[src/rtl/button_press_counter.sv]
// ---------------------------------------------------------------------------
// button_press_counter
//
// Reads a mechanical pushbutton, synchronises and debounces it, and emits
// single-cycle press/release strobes. Debounced presses are counted in an
// 8-bit wrapping counter that drives the LED bank.
//
// Optional feature (define the macro to enable):
//   BUTTON_PRESS_COUNTER_AUTOREPEAT_EN - while the button stays pressed, emit
//   an extra PRESS (and count increment) REPEAT_DELAY cycles after the initial
//   press and then every REPEAT_PERIOD cycles.
//
// Ports:
//   i_clk       - system clock, sole clock
//   i_rst_n     - asynchronous active-low reset
//   i_btn       - raw asynchronous button pin
//   i_clr       - synchronous clear of the press count
//   o_btn_level - debounced level, 1 = pressed
//   o_press     - one-cycle strobe per accepted press (and per auto-repeat)
//   o_release   - one-cycle strobe per accepted release
//   o_leds      - press count, bit 7 drives LED7
// ---------------------------------------------------------------------------
module button_press_counter #(
    parameter int unsigned DB_CYCLES       = 240000,
    parameter bit          BTN_ACTIVE_HIGH = 1'b1,
    parameter int unsigned REPEAT_DELAY    = 6000000,
    parameter int unsigned REPEAT_PERIOD   = 1200000
) (
    input  logic       i_clk,
    input  logic       i_rst_n,
    input  logic       i_btn,
    input  logic       i_clr,
    output logic       o_btn_level,
    output logic       o_press,
    output logic       o_release,
    output logic [7:0] o_leds
);

    localparam int unsigned TW = (DB_CYCLES > 2) ? $clog2(DB_CYCLES) : 1;
    localparam logic [TW-1:0] TMax = TW'(DB_CYCLES - 1);

    typedef enum logic [1:0] {
        StReleased,
        StArmPress,
        StPressed,
        StArmRelease
    } state_t;

    // Synchroniser; both flops idle at the not-pressed pin level.
    logic r_sync1, r_sync2;
    logic w_p;

    always_ff @(posedge i_clk or negedge i_rst_n) begin
        if (!i_rst_n) begin
            r_sync1 <= ~BTN_ACTIVE_HIGH;
            r_sync2 <= ~BTN_ACTIVE_HIGH;
        end else begin
            r_sync1 <= i_btn;
            r_sync2 <= r_sync1;
        end
    end

    assign w_p = BTN_ACTIVE_HIGH ? r_sync2 : ~r_sync2;

    state_t          r_state, w_state_next;
    logic [TW-1:0]   r_timer, w_timer_next;
    logic            r_level, w_level_next;
    logic            r_press, w_press_next;
    logic            r_release, w_release_next;
    logic [7:0]      r_count, w_count_next;
    logic            w_rep_hit;

`ifdef BUTTON_PRESS_COUNTER_AUTOREPEAT_EN
    localparam int unsigned RepMax = (REPEAT_DELAY > REPEAT_PERIOD) ? REPEAT_DELAY
                                                                      : REPEAT_PERIOD;
    localparam int unsigned RW = (RepMax > 2) ? $clog2(RepMax) : 1;

    logic [RW-1:0] r_rep_timer, w_rep_timer_next;
    // Set until the first repeat fires; selects the longer initial delay.
    logic          r_rep_first, w_rep_first_next;
    logic [RW-1:0] w_rep_target;

    assign w_rep_target = r_rep_first ? RW'(REPEAT_DELAY - 1) : RW'(REPEAT_PERIOD - 1);
    assign w_rep_hit    = (r_state == StPressed) && w_p && (r_rep_timer == w_rep_target);

    always_comb begin
        w_rep_timer_next = r_rep_timer;
        w_rep_first_next = r_rep_first;
        if (w_state_next == StReleased) begin
            w_rep_timer_next = '0;
            w_rep_first_next = 1'b1;
        end else if (r_state == StArmPress && w_state_next == StPressed) begin
            w_rep_timer_next = '0;
            w_rep_first_next = 1'b1;
        end else if (r_state == StPressed && w_p) begin
            if (w_rep_hit) begin
                w_rep_timer_next = '0;
                w_rep_first_next = 1'b0;
            end else begin
                w_rep_timer_next = r_rep_timer + RW'(1);
            end
        end
        // ARM_RELEASE and the PRESSED->ARM_RELEASE edge hold the timer frozen.
    end

    always_ff @(posedge i_clk or negedge i_rst_n) begin
        if (!i_rst_n) begin
            r_rep_timer <= '0;
            r_rep_first <= 1'b1;
        end else begin
            r_rep_timer <= w_rep_timer_next;
            r_rep_first <= w_rep_first_next;
        end
    end
`else
    assign w_rep_hit = 1'b0;
`endif

    always_comb begin
        w_state_next   = r_state;
        w_timer_next   = r_timer;
        w_press_next   = 1'b0;
        w_release_next = 1'b0;
        unique case (r_state)
            StReleased: begin
                if (w_p) begin
                    w_state_next = StArmPress;
                    w_timer_next = '0;
                end
            end
            StArmPress: begin
                if (!w_p) begin
                    w_state_next = StReleased;
                end else if (r_timer == TMax) begin
                    w_state_next = StPressed;
                    w_press_next = 1'b1;
                end else begin
                    w_timer_next = r_timer + TW'(1);
                end
            end
            StPressed: begin
                if (!w_p) begin
                    w_state_next = StArmRelease;
                    w_timer_next = '0;
                end else if (w_rep_hit) begin
                    w_press_next = 1'b1;
                end
            end
            StArmRelease: begin
                if (w_p) begin
                    w_state_next = StPressed;
                end else if (r_timer == TMax) begin
                    w_state_next   = StReleased;
                    w_release_next = 1'b1;
                end else begin
                    w_timer_next = r_timer + TW'(1);
                end
            end
            default: begin
                w_state_next = StReleased;
                w_timer_next = '0;
            end
        endcase

        w_level_next = (w_state_next == StPressed) || (w_state_next == StArmRelease);

        // Clear wins over a simultaneous increment.
        if (i_clr) begin
            w_count_next = '0;
        end else if (w_press_next) begin
            w_count_next = r_count + 8'd1;
        end else begin
            w_count_next = r_count;
        end
    end

    always_ff @(posedge i_clk or negedge i_rst_n) begin
        if (!i_rst_n) begin
            r_state   <= StReleased;
            r_timer   <= '0;
            r_level   <= 1'b0;
            r_press   <= 1'b0;
            r_release <= 1'b0;
            r_count   <= '0;
        end else begin
            r_state   <= w_state_next;
            r_timer   <= w_timer_next;
            r_level   <= w_level_next;
            r_press   <= w_press_next;
            r_release <= w_release_next;
            r_count   <= w_count_next;
        end
    end

    assign o_btn_level = r_level;
    assign o_press     = r_press;
    assign o_release   = r_release;
    assign o_leds      = r_count;

endmodule
[config.mk]
export PLATFORM = sky130hd
export DESIGN_NAME = button_press_counter
export DESIGN_NICKNAME = d
export VERILOG_FILES = /design/src/rtl/button_press_counter.sv
export SDC_FILE = /design/constraint.sdc
export NUM_CORES = 1
export LEC_CHECK = 0
export ABC_AREA = 1
export ABC_CLOCK_PERIOD_IN_PS = 1750
export BUFFER_PORTS_ARGS = -buffer_cell sky130_fd_sc_hd__buf_4
export CAP_MARGIN = 20
export CORE_UTILIZATION = 45
export CTS_CLUSTER_SIZE = 10
export DETAILED_ROUTE_END_ITERATION = 10
export GPL_ROUTABILITY_DRIVEN = 0
export GPL_TIMING_DRIVEN = 0
export HOLD_SLACK_MARGIN = 0.02
export PLACE_DENSITY_LB_ADDON = 0.3
export SETUP_SLACK_MARGIN = 0.5
export SLEW_MARGIN = 15
export SYNTH_ARGS = -nofsm -noshare
export SYNTH_HDL_FRONTEND = slang
export SYNTH_SLANG_ARGS = --single-unit
[constraint.sdc]
create_clock -name i_clk -period 1.75 [get_ports i_clk]
set_clock_uncertainty 0.2 [all_clocks]
set_input_delay 0.2625 -clock i_clk [delete_from_list [all_inputs] [get_ports i_clk]]
set_output_delay 0.2625 -clock i_clk [all_outputs]
set_load 0.01 [all_outputs]
==> results.py, run 1 <==
metrics = {
    "timing": {
        "max_freq_mhz": 561,
        "setup_viol": 16,
        "slew-limit-headroom": 0.663,
        "worstMarginPinSlew_ns": 0.505,
        "hold_violations": 0,
        "report.final.slew_viol_count": 0,
        "finalCriticalPeriod_ns": 1.78,
        "postLayoutSetupSlackWorst_ns": -0.0318,
        "rsz0062_at_grt": "yes",
        "finalCritPeriodShare": 1.02,
        "holdWs_ns": 0.125,
    },
    "finish": {
        "multi_input_area_mm2": 0.00118,
        "area_growth_pct": 50.4,
        "regArea_um2": 836,
        "final_net_count": 345,
        "stdcell_area_mm2": 0.00293,
        "finalNonFillerCells": 390,
        "drive_above_1_share": 0.409,
        "diodes": 0,
        "final.fill_count": 277,
    },
    "yosys": {
        "yosys.area_share.xor_xnor": 0.0315,
        "synth_area_leaders": "dfrtp_1, nand2_1, nor2_1, nand3_1, inv_1",
        "syn_area_mm2": 0.00195,
        "synth_compound_area_frac": 0.0642,
        "ys_warn_count": 0,
        "yosysSeqAreaShare": 0.424,
        "synth_top_family_by_area": "simple AND/OR/NAND/NOR gates",
        "synth_fp_nets": 278,
        "synth_top_area_share": 0.424,
        "yosys.area.top_type": "dfrtp_1",
        "syn_area_per_cell_um2": 7.17,
        "ys_ff_latch": 33,
        "synth-simple-area-share": 0.389,
        "syn_inst": 272,
        "synthAdderAreaFrac": 0.0128,
        "yosysUniqueCellTypes": 27,
        "synth_mux_area_frac": 0,
    },
    "power": {
        "p_clk_frac": 0.423,
        "power_frac_comb": 0.124,
        "p_switching_uw": 422,
        "powerDensity_mw_per_mm2": 605,
        "ir_worst_vdd_uv": 402,
        "power_mw": 1.77,
        "p_leak_nw": 1.37,
        "pwr-share-seq": 0.454,
        "swShare": 0.238,
        "p_int_mw": 1.35,
    },
    "drt": {
        "num_vias": 2113,
        "ant_nets": 0,
        "wire_per_inst_um": 15.3,
        "wl_um": 5980,
        "dr.pass1.iters": 6,
        "drc": 0,
        "drt-initial-drc-count": 174,
        "vias_per_cell": 5.42,
    },
    "setup_path": {
        "start_kind": "register",
        "worst_setup_path_end_kind": "register",
        "worstPathMaxFanout": 5,
        "path_class": "register to register",
        "cp.required_ns": 1.73,
        "cp.arrival_ns": 1.76,
    },
    "outcome": {
        "status": "finished, violations left",
        "violations": "negative setup slack",
    },
    "global_route": {
        "antenna_found_initial": 0,
        "overflow": 0,
        "grt.total_usage": 0.233,
        "grt_pass1_wl_um": 7760,
        "grt_pass1_vias": 1759,
        "grt_max_degree": 34,
    },
    "placement": {
        "placed_cell_area_mm2": 0.00211,
        "hpwlAfterDp_um": 2960,
        "placedCellCount": 335,
        "io_buffers": 13,
    },
    "cts": {
        "cts.root.buffer_cell": "clkbuf_8",
        "clockBufferDepth": 2,
        "ctsHtreeMaxLevel": 2,
        "tritoncts": "built",
        "clock_latency_ns": 0.29,
        "cts.sinks": 33,
        "clk_pin_slew_ns": 0.07,
        "cts_inserted_buffers": 5,
    },
    "floorplan": {
        "pin_count": 15,
        "coreArea_mm2": 0.00409,
        "die_h_um": 67.8,
        "die-area_mm2": 0.00460,
        "rows": 23,
        "initial_core_util": 0.477,
        "die_width_um": 67.8,
    },
    "min_path": {
        "hp-class": "input port to register",
    },
    "job": {
        "drv_cap": 0,
    },
}
## repair_timing
action / CTS / global route
hold buffers: 2 / 0
endpoints found under the setup margin: 40 / 42
hold endpoints to repair: 34 / 0
pin swaps: 8 / 8
buffers inserted: 30 / 12
cloned: 2 / 1
resized for setup: 51 / 46
## logic make-up after synthesis
group	after synthesis
AND/OR/NAND/NOR	172
AO/OA/AOI/OAI	24
adder cells (fa/ha/maj)	2
XOR/XNOR	7
flip-flops	33
buffers and inverters	34
## cell type report
cell class,instances,share of cell area
tap,50,0.0213
timing repair buffer,60,0.191
clock buffer,7,0.0294
buffer,6,0.0209
clock inverter,1,0.0102
inverter,28,0.0401
multi-input combinational,205,0.402
sequential,33,0.285
## stage by stage
stage	setup slack, ns	util	setup TNS [ns]
floorplan	0.124	-	0
global route	-0.0714	0.718	-1.16
CTS	0.0656	0.651	0
finish	-0.0318	0.718	-0.261
detailed placement	-0.0912	0.517	-0.943
global placement	-0.0652	0.517	-0.580
## power by group through the flow
stage	registers (mW)	clock network (mW)	logic, mW
after floorplan	0.819	0	0.0672
after global placement	0.818	0	0.120
after detailed placement	0.819	0	0.120
after CTS	0.803	0.758	0.185
after global routing	0.807	0.790	0.240
final	0.806	0.750	0.219
## worst max-delay path, cell delays in order (launching register included)
cell	delay (ns)
dfrtp_1	0.41
inv_2	0.10
nand2_1	0.09
nor2_2	0.12
nand3_2	0.14
nor2_4	0.15
nor2_4	0.06
buf_6	0.14
buf_6	0.13
nand3_1	0.07
nand2_1	0.06
## cells in the mapped netlist
| cell type | n |
|---|---|
| buf_1 | 1 |
| nor3_1 | 6 |
| nand3_2 | 1 |
| ha_1 | 2 |
| nand4_4 | 1 |
| nand2_2 | 3 |
| nand4_1 | 7 |
| buf_6 | 2 |
| xnor2_1 | 2 |
| and2_1 | 1 |
| nor2_1 | 36 |
| buf_2 | 2 |
| clkinv_4 | 1 |
| nand2_1 | 88 |
| nor4_1 | 1 |
| o21bai_1 | 2 |
| nor2_4 | 2 |
| a21oi_1 | 1 |
| o21ai_1 | 14 |
| xor2_1 | 5 |
| inv_1 | 26 |
| nand3_1 | 23 |
| buf_4 | 1 |
| dfrtp_1 | 33 |
| o21ai_0 | 7 |
| or2_2 | 3 |
| inv_2 | 1 |
## per-layer routing
layer,global-route usage,up-vias,wire [um]
met5,0,-,0
met4,0.0938,0,374
met3,0.0517,41,411
met2,0.401,116,2860
met1,0.279,960,2340
li1,-,996,-
## registers in the layout, summed over array words and instances (netlist names)
register,flops
o_btn_level,1
o_leds,8
o_press,1
o_release,1
r_state,2
r_sync1,1
r_sync2,1
r_timer,18
## placed cells by master (no fill, tap or decap), drive strengths merged, types with 5 or more instances in the layout
cell    netlist  routed
nand4         8       8
buf           6      63
o21ai        21      21
nor3          6       6
nand3        24      24
dfrtp        33      33
nand2        91      91
inv          27      27
clkbuf        0       8
nor2         38      38
xor2          5       5
## final timing paths
path                                              from                 endpoint  slack, ns  depth (start not counted)
worst max-delay path            r_timer[7]$_DFFE_PN0P_  r_timer[16]$_DFFE_PN0P_      -0.03                         10
worst min-delay path                             i_clr    o_leds[6]$_DFFE_PN0P_       0.13                          4
worst max register to register  r_timer[7]$_DFFE_PN0P_  r_timer[16]$_DFFE_PN0P_      -0.03                         10
worst min register to register       r_sync1$_DFF_PN0_        r_sync2$_DFF_PN0_       0.16                          0
max in group asynchronous                      i_rst_n   r_timer[0]$_DFFE_PN0P_       0.77                          2
min in group asynchronous                      i_rst_n   r_timer[6]$_DFFE_PN0P_       0.25                          2
(Power assumes the default switching activity.)
==> inputs of run 2 (changes only) <==
--- a/config.mk
+++ b/config.mk
@@ -5,7 +5,6 @@
 export SDC_FILE = /design/constraint.sdc
 export NUM_CORES = 1
 export LEC_CHECK = 0
-export ABC_AREA = 1
 export ABC_CLOCK_PERIOD_IN_PS = 1750
 export BUFFER_PORTS_ARGS = -buffer_cell sky130_fd_sc_hd__buf_4
 export CAP_MARGIN = 20
==> run 2 against run 1 <==
  * The run still ends with negative setup slack left
  * Core utilization is 1.4 points higher
  * Flip-flop and latch count stayed put
  * Final area is 6.6% lower
  * Synthesized cell count is 33% lower
  * Critical path depth is 3 lower
  * Routed wire length is 10% lower
  * Via count is 16% lower
  * Maximum frequency is 28% lower
  * Largest power group unchanged
==> results.py, run 2 <==
metrics = {
    "finish": {
        "largest_register_ffs": 18,
        "regArea_um2": 835,
        "drive_above_1_share": 0.450,
        "finalNonFillerCells": 286,
        "final_common_cell": "buf_4",
        "final_net_count": 244,
        "area_growth_pct": 52.3,
        "diodes": 0,
        "final.fill_count": 244,
        "final_cell_mix": "buf_4, dfrtp_1, buf_6",
        "multi_input_area_mm2": 0.00121,
        "largest-register": "r_timer",
    },
    "min_path": {
        "worstHoldEndpoint": "r_sync2$_DFF_PN0_",
        "whs_path_depth": 0,
        "hold_start": "r_sync1$_DFF_PN0_",
        "hp-class": "register to register",
    },
    "global_route": {
        "overflow": 0,
        "grt.total_usage": 0.254,
        "grt_pass1_wl_um": 8020,
        "antenna_found_initial": 0,
        "grt_max_degree": 34,
        "grt_pass1_vias": 1653,
    },
    "floorplan": {
        "pin_count": 15,
        "die-area_mm2": 0.00425,
        "rows": 22,
        "die_width_um": 65.2,
        "initial_core_util": 0.481,
        "coreArea_mm2": 0.00374,
        "die_h_um": 65.2,
    },
    "power": {
        "power_mw": 1.54,
        "p_clk_frac": 0.373,
        "p_leak_nw": 1.15,
        "p_switching_uw": 377,
        "ir_worst_vdd_uv": 425,
        "power_frac_comb": 0.113,
        "swShare": 0.244,
        "pwr-share-seq": 0.514,
        "powerDensity_mw_per_mm2": 564,
        "p_int_mw": 1.17,
    },
    "yosys": {
        "yosysSeqAreaShare": 0.459,
        "synth-edff-count": 0,
        "async_reset_ff_frac": 1.00,
        "yosysUniqueCellTypes": 48,
        "yosys.area.top_type": "dfrtp_1",
        "synth_fp_nets": 187,
        "syn_area_per_cell_um2": 9.94,
        "synth_area_leaders": "dfrtp_1, mux2_2, or4_1, nand2_1, a21oi_1",
        "synthTopCellsByCount": "dfrtp_1, nand2_1, a21oi_1",
        "synth.most_common_cell": "dfrtp_1",
        "ys_warn_count": 0,
        "ys_ff_latch": 33,
        "syn_inst": 181,
        "synth_top_area_share": 0.459,
        "ys.flop_type": "dfrtp_1",
        "syn_area_mm2": 0.00180,
    },
    "timing": {
        "finalCritPeriodShare": 1.42,
        "finalCriticalPeriod_ns": 2.49,
        "max_freq_mhz": 402,
        "rsz0062_at_grt": "yes",
        "report.final.slew_viol_count": 0,
        "hold_violations": 0,
        "postLayoutSetupSlackWorst_ns": -0.736,
        "worstMarginPinSlew_ns": 0.824,
        "holdWs_ns": 0.154,
        "setup_viol": 31,
        "slew-limit-headroom": 0.447,
    },
    "setup_path": {
        "path_class": "register to register",
        "worst_setup_path_end_kind": "register",
        "r2r_setup_slack_ns": -0.74,
        "start_kind": "register",
        "rr_startpoint": "r_timer[10]$_DFFE_PN0P_",
        "cp-startpoint": "r_timer[10]$_DFFE_PN0P_",
        "cp.arrival_ns": 2.46,
        "worstPathMaxFanout": 8,
        "r2r_end": "r_timer[0]$_DFFE_PN0P_",
        "r2r_cells": 7,
        "cp.required_ns": 1.72,
    },
    "cts": {
        "cts_inserted_buffers": 5,
        "clk_pin_slew_ns": 0.07,
        "ctsHtreeMaxLevel": 2,
        "clockBufferDepth": 2,
        "tritoncts": "built",
        "cts.sinks": 33,
        "cts.root.buffer_cell": "clkbuf_8",
        "clock_latency_ns": 0.29,
    },
    "drt": {
        "drt-initial-drc-count": 129,
        "num_vias": 1777,
        "wire_per_inst_um": 18.8,
        "drc": 0,
        "vias_per_cell": 6.21,
        "ant_nets": 0,
        "wl_um": 5370,
        "dr.pass1.iters": 4,
    },
    "job": {
        "drv_cap": 0,
    },
    "outcome": {
        "violations": "negative setup slack",
        "status": "finished, violations left",
    },
    "placement": {
        "hpwlAfterDp_um": 2900,
        "placedCellCount": 243,
        "io_buffers": 14,
    },
}
-- run 2: final cells by class --
| class | count | area share |
|---|---|---|
| Timing Repair Buffer | 50 | 0.174 |
| Sequential cell | 33 | 0.305 |
| Inverter | 5 | 0.00685 |
| Multi-Input combinational cell | 137 | 0.443 |
| Tap cell | 48 | 0.0219 |
| Clock buffer | 7 | 0.0315 |
| Buffer | 6 | 0.0174 |
-- run 2: worst max-delay path by stage --
stage / endpoint / slack (ns) / cells after the start
5_1_grt: r_timer[0]$_DFFE_PN0P_ / -0.77 / 7
4_1_cts: o_leds[6]$_DFFE_PN0P_ / -0.68 / 6
3_3_place_gp: r_timer[7]$_DFFE_PN0P_ / -0.95 / 6
6_report: r_timer[0]$_DFFE_PN0P_ / -0.74 / 7
2_1_floorplan: o_leds[6]$_DFFE_PN0P_ / -0.72 / 6
3_5_place_dp: r_timer[14]$_DFFE_PN0P_ / -0.98 / 6
-- run 2: layer usage --
| layer | track usage | routed length, um | vias to the layer above |
|---|---|---|---|
| li1 | - | - | 805 |
| met1 | 0.321 | 2220 | 902 |
| met2 | 0.414 | 2770 | 58 |
| met3 | 0.0556 | 283 | 12 |
| met4 | 0.117 | 100 | 0 |
| met5 | 0 | 0 | - |
-- run 2: logic make-up after synthesis --
kind of cell             count (synthesis)  synth area share
AND/OR/NAND/NOR                         79             0.260
AO/OA/AOI/OAI                           44             0.169
flip-flops                              33             0.459
buffers and inverters                   11            0.0278
multiplexers                            10            0.0605
XOR/XNOR                                 2           0.00974
adder cells (fa/ha/maj)                  2            0.0139
-- run 2: power by group through the flow --
stage          registers, mW  logic [mW]  clock network (mW)
2_1_floorplan          0.806      0.0581                   0
3_3_place_gp           0.808      0.0935                   0
3_5_place_dp           0.809      0.0988                   0
4_1_cts                0.791       0.149               0.580
5_1_grt                0.795       0.189               0.622
6_report               0.794       0.175               0.576
-- run 2: worst max-delay path, stage by stage, from the launching register on --
cell and delay (ns):
dfrtp_1 0.39, or4b_4 0.56, or4_4 0.45, buf_6 0.16, buf_12 0.14, o211ai_4 0.22, clkbuf_16 0.20, mux2i_1 0.06
-- run 2: per-stage QoR --
step                      setup slack (ns)  area, um2   util  TNS [ns]
after floorplan                     -0.721       1880      -    -15.92
after global placement              -0.952       2040  0.546    -21.18
after detailed placement            -0.975       2040  0.546    -21.60
after CTS                           -0.681       2460  0.656    -16.20
after global routing                -0.773       2740  0.732    -20.18
final                               -0.736       2740  0.732    -19.06
-- run 2: timing repair --
| item | in CTS | in global routing |
|---|---|---|
| gates resized for setup | 31 | 39 |
| pin swaps | 10 | 12 |
| setup buffers | 23 | 10 |
| endpoints found under the hold margin | 34 | 0 |
| gates cloned | 0 | 1 |
| endpoints found under the setup margin | 41 | 42 |
| hold buffers | 2 | 0 |
